**src/rtl/ld_pkg.sv**
```systemverilog
// Shared encodings for the sub-word load sequencer: size codes, FSM states and the
// request-fault check.
package ld_pkg;

   localparam logic [1:0] LD_BYTE = 2'b00;
   localparam logic [1:0] LD_HALF = 2'b01;
   localparam logic [1:0] LD_WORD = 2'b10;
   localparam logic [1:0] LD_RSVD = 2'b11;

   typedef enum logic [1:0] {
      StIdle,
      StIssue,
      StResp
   } ld_state_e;

   // A request that can never be served: reserved size or an unaligned half/word.
   function automatic logic ld_fault(input logic [1:0] size, input logic [1:0] off);
      return (size == LD_RSVD) ||
             ((size == LD_HALF) && off[0]) ||
             ((size == LD_WORD) && (off != 2'b00));
   endfunction

endpackage

```
**src/rtl/load_lane_extend.sv**
```systemverilog
// Little-endian lane select plus sign/zero extension of a memory word to 32 bits.
module load_lane_extend
   import ld_pkg::*;
(
   input  logic [31:0] data_i,
   input  logic [1:0]  off_i,
   input  logic [1:0]  size_i,
   input  logic        unsigned_i,
   output logic [31:0] out_o
);

   logic [7:0]  byte_lane;
   logic [15:0] half_lane;

   assign byte_lane = data_i[8*off_i +: 8];
   assign half_lane = data_i[16*off_i[1] +: 16];

   always_comb begin
      out_o = data_i;
      case (size_i)
         LD_BYTE: out_o = {{24{~unsigned_i & byte_lane[7]}}, byte_lane};
         LD_HALF: out_o = {{16{~unsigned_i & half_lane[15]}}, half_lane};
         default: out_o = data_i;
      endcase
   end

endmodule

```
**src/rtl/load_extend_ctrl.sv**
```systemverilog
// Sub-word load sequencer: one word-aligned memory read per request, lane select and
// extension of the returned word, timeout abort and a one-cycle result pulse.
module load_extend_ctrl
   import ld_pkg::*;
#(
   parameter int unsigned TIMEOUT = 16
) (
   input  logic        Clk,
   input  logic        Reset,
   input  logic        LdReq,
   input  logic [31:0] LdAddr,
   input  logic [1:0]  LdSize,
   input  logic        LdUnsigned,
   output logic        LdReady,
   output logic        MemRd,
   output logic [31:0] MemAddr,
   input  logic        MemAck,
   input  logic [31:0] MemRdata,
   output logic        LdValid,
   output logic [31:0] LdData,
   output logic        LdErr
);

   localparam logic [7:0] TO_LAST = 8'(TIMEOUT - 1);

   ld_state_e   state_q, state_d;
   logic [1:0]  size_q, size_d;
   logic [1:0]  off_q, off_d;
   logic        uns_q, uns_d;
   logic [7:0]  cnt_q, cnt_d;
   logic [31:0] memaddr_q, memaddr_d;
   logic [31:0] lddata_q, lddata_d;
   logic        lderr_q, lderr_d;
   logic        ready_q, memrd_q, valid_q;
   logic [31:0] ext_data;

   load_lane_extend u_extend (
      .data_i     (MemRdata),
      .off_i      (off_q),
      .size_i     (size_q),
      .unsigned_i (uns_q),
      .out_o      (ext_data)
   );

   always_comb begin
      state_d   = state_q;
      size_d    = size_q;
      off_d     = off_q;
      uns_d     = uns_q;
      cnt_d     = '0;
      memaddr_d = memaddr_q;
      lddata_d  = lddata_q;
      lderr_d   = lderr_q;
      case (state_q)
         StIdle: begin
            if (LdReq) begin
               size_d    = LdSize;
               off_d     = LdAddr[1:0];
               uns_d     = LdUnsigned;
               memaddr_d = {LdAddr[31:2], 2'b00};
               if (ld_fault(LdSize, LdAddr[1:0])) begin
                  state_d  = StResp;
                  lddata_d = '0;
                  lderr_d  = 1'b1;
               end else begin
                  state_d = StIssue;
               end
            end
         end
         StIssue: begin
            // Ack wins over a timeout firing in the same cycle.
            if (MemAck) begin
               state_d  = StResp;
               lddata_d = ext_data;
               lderr_d  = 1'b0;
            end else if (cnt_q == TO_LAST) begin
               state_d  = StResp;
               lddata_d = '0;
               lderr_d  = 1'b1;
            end else begin
               cnt_d = cnt_q + 8'd1;
            end
         end
         StResp:  state_d = StIdle;
         default: state_d = StIdle;
      endcase
   end

   always_ff @(posedge Clk) begin
      if (Reset) begin
         state_q   <= StIdle;
         size_q    <= LD_BYTE;
         off_q     <= 2'b00;
         uns_q     <= 1'b0;
         cnt_q     <= '0;
         memaddr_q <= '0;
         lddata_q  <= '0;
         lderr_q   <= 1'b0;
         ready_q   <= 1'b1;
         memrd_q   <= 1'b0;
         valid_q   <= 1'b0;
      end else begin
         state_q   <= state_d;
         size_q    <= size_d;
         off_q     <= off_d;
         uns_q     <= uns_d;
         cnt_q     <= cnt_d;
         memaddr_q <= memaddr_d;
         lddata_q  <= lddata_d;
         lderr_q   <= lderr_d;
         ready_q   <= (state_d == StIdle);
         memrd_q   <= (state_d == StIssue);
         valid_q   <= (state_d == StResp);
      end
   end

   assign LdReady = ready_q;
   assign MemRd   = memrd_q;
   assign MemAddr = memaddr_q;
   assign LdValid = valid_q;
   assign LdData  = lddata_q;
   assign LdErr   = lderr_q;

endmodule

```
**config.mk**
```make
export PLATFORM = sky130hd
export DESIGN_NAME = load_extend_ctrl
export DESIGN_NICKNAME = d
export VERILOG_FILES = /design/src/rtl/ld_pkg.sv /design/src/rtl/load_lane_extend.sv /design/src/rtl/load_extend_ctrl.sv
export SDC_FILE = /design/constraint.sdc
export NUM_CORES = 1
export LEC_CHECK = 0
export CAP_MARGIN = 20
export CORE_ASPECT_RATIO = 1.75
export CORE_MARGIN = 8
export CORE_UTILIZATION = 45
export CTS_BUF_LIST = sky130_fd_sc_hd__clkbuf_4 sky130_fd_sc_hd__clkbuf_8
export CTS_CLUSTER_DIAMETER = 60
export DETAILED_ROUTE_END_ITERATION = 7
export PLACE_DENSITY = 0.94
export SYNTH_ARGS = -nofsm -noshare
export SYNTH_HDL_FRONTEND = slang
export SYNTH_SLANG_ARGS = --single-unit
```
**constraint.sdc**
```tcl
create_clock -name Clk -period 1.9 [get_ports Clk]
set_input_delay 0.38 -clock Clk [delete_from_list [all_inputs] [get_ports Clk]]
set_output_delay 0.38 -clock Clk [all_outputs]
set_load 0.03 [all_outputs]
```
=== Yosys cells after proc, flatten, opt, wreduce, memory -nomap -nowiden ===
Index checks and enable logic that the tools add are counted.

* RAM bits: 0
* Input bits: 71
* Output and inout port bits: 68
* Bits in registers: 81
* ROM bits: 0
* Logic and storage cells: 57
* Memories kept: 0
* Latch bits: 0

* Add/sub/neg operators: 1
* Divide/modulo/power cells: 0
* Reductions and logical operators: 12
* Multiplexer cells: 16
* Multipliers: 0
* Equality and inequality tests: 11
* Shift-type cells: 2
* Bitwise logic cells: 4
* Order comparisons: 0

{| class="wikitable"
|+ Operators by type and width
! operator !! number
|-
| 2-to-1 mux 32 bit || 4
|-
| one-hot mux 32 bit (2 select lines) || 2
|-
| indexed part select 32 x 6 -> 16 bit || 1
|-
| indexed part select 32 x 6 -> 8 bit || 1
|-
| adder 8 x 1 -> 8 bit (second input constant) || 1
|-
| equality test 2 x 1 -> 1 bit (second input constant) || 4
|-
| equality test 8 x 4 -> 1 bit (second input constant) || 1
|-
| 2-to-1 mux 2 bit || 4
|-
| equality test 2 bit (second input constant) || 3
|-
| logical NOT 2 bit || 3
|-
| 2-to-1 mux 1 bit || 4
|-
| != test 2 bit (second input constant) || 2
|-
| one-hot mux 2 bit (2 select lines) || 1
|-
| AND reduction 4 bit || 1
|-
| nonzero test 2 bit || 2
|-
| OR reduction 4 bit || 1
|-
| != test 3 bit (second input constant) || 1
|-
| AND 1 bit || 2
|-
| logical AND 1 bit || 2
|-
| logical OR 1 bit || 2
|-
| NOT 1 bit || 2
|-
| one-hot mux 1 bit (2 select lines) || 1
|-
| AND reduction 2 bit || 1
|}

=== Longest topological paths before layout ===
Gate-level depths: netlist of run 1.

* Word-level depth: 8
* Mapped depth: 7
* Mapped depth without buffers: 5

=== By module ===
Synthesis of run 1 repeated with hierarchy kept, for this count alone.

* Cells, all modules: 405
* Area, all modules: 3472.1 µm²

{| class="wikitable"
|+ By module, submodules not included
! module !! area each (µm²) !! seq. area each (µm²) !! cells each !! times used
|-
| load_extend_ctrl || 2757.6 || 1621.6 || 288 || 1
|-
| load_lane_extend || 714.4 || 0.0 || 117 || 1
|}

=== Least setup slack after synthesis of run 1 ===
No wires, ideal clock.

* Path type: input to register
* From: input port LdReq
* To: register lddata_q[10] (netlist: LdData[10])
* Stages: 6
* Data required time: 1778 ps
* Arrival time: 1622 ps
* Buffers on the path: 2
* Library setup time: 122 ps
* Setup slack: 156 ps
* Cells stage by stage: or3b_1 buf_4 nor3_4 a211oi_2 buf_6 a221o_1

* Cells in the longest elaborated chain, start to end: 2

{| class="wikitable"
|+ Ends and longest elaborated chain
! item !! line !! source
|-
| start: declaration || load_extend_ctrl.sv:10 || <nowiki>input logic LdReq,</nowiki>
|-
| != test 2 bit (no line) || - ||
|-
| AND reduction 4 bit (no line) || - ||
|-
| end signal: assignment || load_extend_ctrl.sv:109 || <nowiki>lddata_q <= lddata_d;</nowiki>
|-
| end: declaration || load_extend_ctrl.sv:32 || <nowiki>logic [31:0] lddata_q, lddata_d;</nowiki>
|}

No other way between the ends.
A chain may end at the register's enable or synchronous reset.

=== Worst setup path in the final report of run 1 ===
* From: input port LdReq
* To: register lddata_q[12] (netlist: LdData[12])

The elaborated chain is that of the path after synthesis.

==> results of run 1 <==
==> cell type report <==
cell class	count	area (um^2)	area share, %
sequential	81	1623	30.98
inverter	4	15.01	0.2866
clock inverter	5	55.05	1.051
multi-input combinational	287	1687	32.19
clock buffer	11	145.1	2.770
tap	88	110.1	2.102
timing repair buffer	165	1604	30.62
==> per-stage QoR <==
step	hold slack, ns	power (mW)	cell area, um^2	worst slack [ns]
global placement	0.4210	2.695	4994	-0.3553
CTS	0.4588	4.004	5236	0.04337
finish	0.4557	3.982	5239	0.04859
global route	0.4820	4.144	5239	0.004266
detailed placement	0.4472	2.717	4994	-0.3601
floorplan	0.4130	2.301	3451	0.1563
==> layout by cell type, fill, tap and decap left out, drive strengths merged, types with 9 or more instances in the layout <==
cell type,netlist,final
clkdlybuf4s50,0,136
nand2b,9,9
clkbuf,20,11
dfxtp,81,81
buf,12,29
nand3,10,10
nor2,14,14
a21oi,47,47
nand2,86,86
o21ai,9,9
a22o,18,18
a21o,18,18
==> power by group through the flow <==
stage	clock [mW]	combinational (mW)	sequential, mW
3_3_place_gp	0	0.837	1.86
4_1_cts	1.30	0.877	1.82
3_5_place_dp	0	0.854	1.86
2_1_floorplan	0	0.319	1.98
5_1_grt	1.37	0.939	1.83
6_report	1.28	0.882	1.82
==> cell families (layout without fill, tap and decap cells) <==
family,Yosys count,count (layout)
fa+ha+maj,1,1
mux,9,9
compound gates,121,121
simple gates,148,148
xor+xnor,6,6
buf+inv,36,185
other cells,1,2
flops,81,81
==> synthesized netlist by cell type, types with 2 or more instances <==
cell type	count	share of area [%]
nand2_1	86	9.4
dfxtp_1	81	47
a21oi_1	46	6.7
clkbuf_1	20	2.2
a21o_1	18	3.9
a22o_1	18	4.6
nor2_1	14	1.5
nand3_1	10	1.5
nand2b_1	9	1.6
o21ai_0	9	1.3
nand4_1	8	1.5
or3_1	8	1.5
a221o_1	7	2.0
a31oi_1	7	1.3
mux2i_1	7	2.0
o2bb2ai_1	7	1.8
buf_2	6	0.87
buf_4	3	0.65
inv_1	3	0.33
xnor2_1	3	0.76
xor2_1	3	0.76
and3_1	2	0.36
buf_1	2	0.22
mux2_2	2	0.65
nor2b_1	2	0.36
nor3b_1	2	0.44
o21a_1	2	0.44
==> worst max path at each step <==
stage                      end  slack, ns  cells past startpoint
floorplan           LdData[10]       0.16                      6
global placement    LdData[20]      -0.36                      7
detailed placement  LdData[24]      -0.36                      7
CTS                 LdData[11]       0.04                      7
global route        LdData[12]      0.004                      6
finish              LdData[12]       0.05                      6
==> sequential cells by signal, summed over array words and instances, names as in the netlist <==
name and count:
uns_q 1, LdData 32, off_q 2, MemAddr 30, LdValid 1, state_q 2, MemRd 1, size_q 2
LdErr 1, cnt_q 8, LdReady 1
==> routing by layer <==
metal  vias to the layer above  part of all wire [%]  global-route usage, %
met1                      1632                    35                  20.87
met2                       164                    51                  35.47
met5                         -                     0                      0
met4                         0                   4.8                  13.26
li1                       1704                     -                      -
met3                        38                   9.4                  8.333
==> timing repair <==
| item | 4_1_cts | 5_1_grt |
|---|---|---|
| pin swaps | 2 | 2 |
| cloned | 0 | 0 |
| setup endpoints to repair | 20 | 9 |
| resized for setup | 0 | 3 |
| setup buffers | 4 | 3 |
==> worst max-delay path, cell delays in order <==
cell and delay (ns):
clkdlybuf4s50_1 0.46, or3b_4 0.39, nor3_4 0.25, a211oi_4 0.11, buf_4 0.17, a221o_1 0.34
==> results, run 1 <==
- The ratio of total power to cell area is 760.2 nW/um^2.
- The first-pass GRT wire length is 17.96 mm.
- The final reports fail on DRC.
- The class of the worst hold path is flop to flop.
- The count of cells in the finished layout, fillers not included, comes to 641.
- Measured along the x axis, the die boundary spans 82.16 um.
- Counting the buffers created by CTS gives 9.
- The power spent charging and discharging nets is 1.144 mW.
- The number of buffers on the longest clock path is 2.
- The number of distinct library cell variants in the gate-level netlist after synthesis is 45.
- The core region is 7515 um^2.
- After global routing the overflow that remains totals 0.
- The H-tree depth is 3.
- The worst-case IR drop observed on VDD is 482.2 uV.
- The run finished, with violations left.
- The worst reg-to-reg path cell count is 6.
- Setup repair after global routing left no endpoint under its margin.
- Sequential cells were found to cover 47.04% of the synthesized design area.
- The required time at the endpoint of the critical path is 2.16 ns.
- The die covers 10830 um^2.
- The part of the cycle the worst path needs is 97.44%.
- The setup slack of the most critical reg-to-reg path is 0.05 ns.
- The total detailed-routing wirelength is 11.44 mm.
- The synthesized instance count is 403.
- The critical path starts at LdReq.
- The sequential power share is 45.8%.
- The worst flop-to-flop path endpoint is LdData[24].
- The initialized floorplan defines 42 standard-cell rows.
- The number of max-cap violations is 0.
- Each instance of the synthesized netlist takes up on average 8.553 um^2.
- Of the total synthesized cell area, the portion taken by full adders, half adders and majority gates is 0.3630%.
- The clock sink total is 81.
- The chip height is 131.8 um.
- The startpoint of the worst-slack reg-to-reg timing path is cnt_q[0].
- The kind of capture point of the worst setup path is a flop.
- Data arrives at the worst endpoint at 2.11 ns.
- The synthesized netlist devotes 19.78% of its cell area to simple gates.
- The iteration-0 DRC count of the detailed router is 234.
- The fraction of registers with async set/reset is 0%.
- The worst pin sits at a relative slew slack of 24.23%.
- The layout overhead on the synthesized area is 51.98%.
- Static timing analysis puts the maximum clock frequency at 540.1 MHz.
- The count of nets after finishing is 620.
- For this run, the total global-route usage over all layers was measured as 21.28%.
- The worst hold path passes through 2 cells.
- The post-detailed-route wirelength per cell is 17.84 um.
- The number of enable flip-flop cells after synthesis is 0.
- The pin slew with the least headroom to its limit is 1.132 ns.
- After synthesis, the largest family of logic cells by area is compound AO/OA/AOI/OAI gates.
- The startpoint of the tightest hold check path is MemAddr[25].
- The fraction of synthesized area in multiplexers is 2.686%.
- The internal power of the cells totals 2.838 mW.
- Of the total power, the share spent switching nets is 28.74%.
- Summing the areas of all xor and xnor instances in the mapped netlist gives 1.525% of the synthesized area.
- The number of primary I/O pins is 139.
- The cts-stage hold buffer count is 0.
- In the routed design, unresolved DRC markers number 2.
- On the final layout, the worst clock skew is 0.007952 ns.
- The dominant synthesized flop cell is dfxtp_1.
- During placement, the flow inserted port buffers numbering 136.
- The number of antenna violations at the first check in global routing is 0.
- The final hold violation count is 0.
- The combined area of all synthesized cells is 3447 um^2.
- The logic gate share of total power is 22.1%.
- The count of final max-slew check failures is 0.
- The start-to-end type of the worst setup path is input pin to flop.
- For this run, the share of the core covered by cells in the final layout is 69.71%.
- The via count of the first global-routing pass is 3673.
- The compound-gate portion of the synthesized area is 23.81%.
- At the end of routability-driven placement, the weighted congestion stood at 0.8684.
- The number of inserted diodes is 0.
- Counting the fill cells in the layout gives 567.
- Along the worst path, the maximum fanout reaches 7.
- The pin count of the biggest net entering global routing is 37.
- The cell at the root of the clock tree is clkbuf_8.
- For this configuration, the core starts out at a cell density of 45.87%.
- The final HPWL from detailed placement is 8.532 mm.
- The endpoint of the worst hold-timing path is MemAddr[25].
- The final setup violation count is 0.
- The clock edge transition at the registers on the reported setup and hold paths is 0.08 ns.
- The number of routed nets with antenna violations is 0.
- At the later pin of the worst-skew pair, clock insertion delay measures 0.37 ns.
- The final route contains 3538 vias.
- Synthesis inferred 81 register bits.
- The length of the first detailed-routing pass in iterations is 6.
- The CTS tree is built.
- The number of vias per cell after detailed routing is 5.520.
- For the finished layout, the period the worst path requires is 1.851 ns.
- The cell leakage power is 1.944 nW.
- Cells with a size suffix above 1 make up 9.946% of the layout.
- The number of placed instances, taps included is 620.
- Yosys printed 0 warnings.
- STA classifies the critical path startpoint as an input pin.
- The clock power share is 32.1%.
- The final total negative setup slack is 0 ns.
No activity file was read; power rests on OpenSTA's default activity.
==> run 2, diff against run 1 <==
--- a/config.mk
+++ b/config.mk
@@ -16,3 +16,4 @@
 export SYNTH_ARGS = -nofsm -noshare
 export SYNTH_HDL_FRONTEND = slang
 export SYNTH_SLANG_ARGS = --single-unit
+export TNS_END_PERCENT = 1
==> results of run 2 <==
Same layout as run 1: the final DEF is identical, and so are final timing and power.
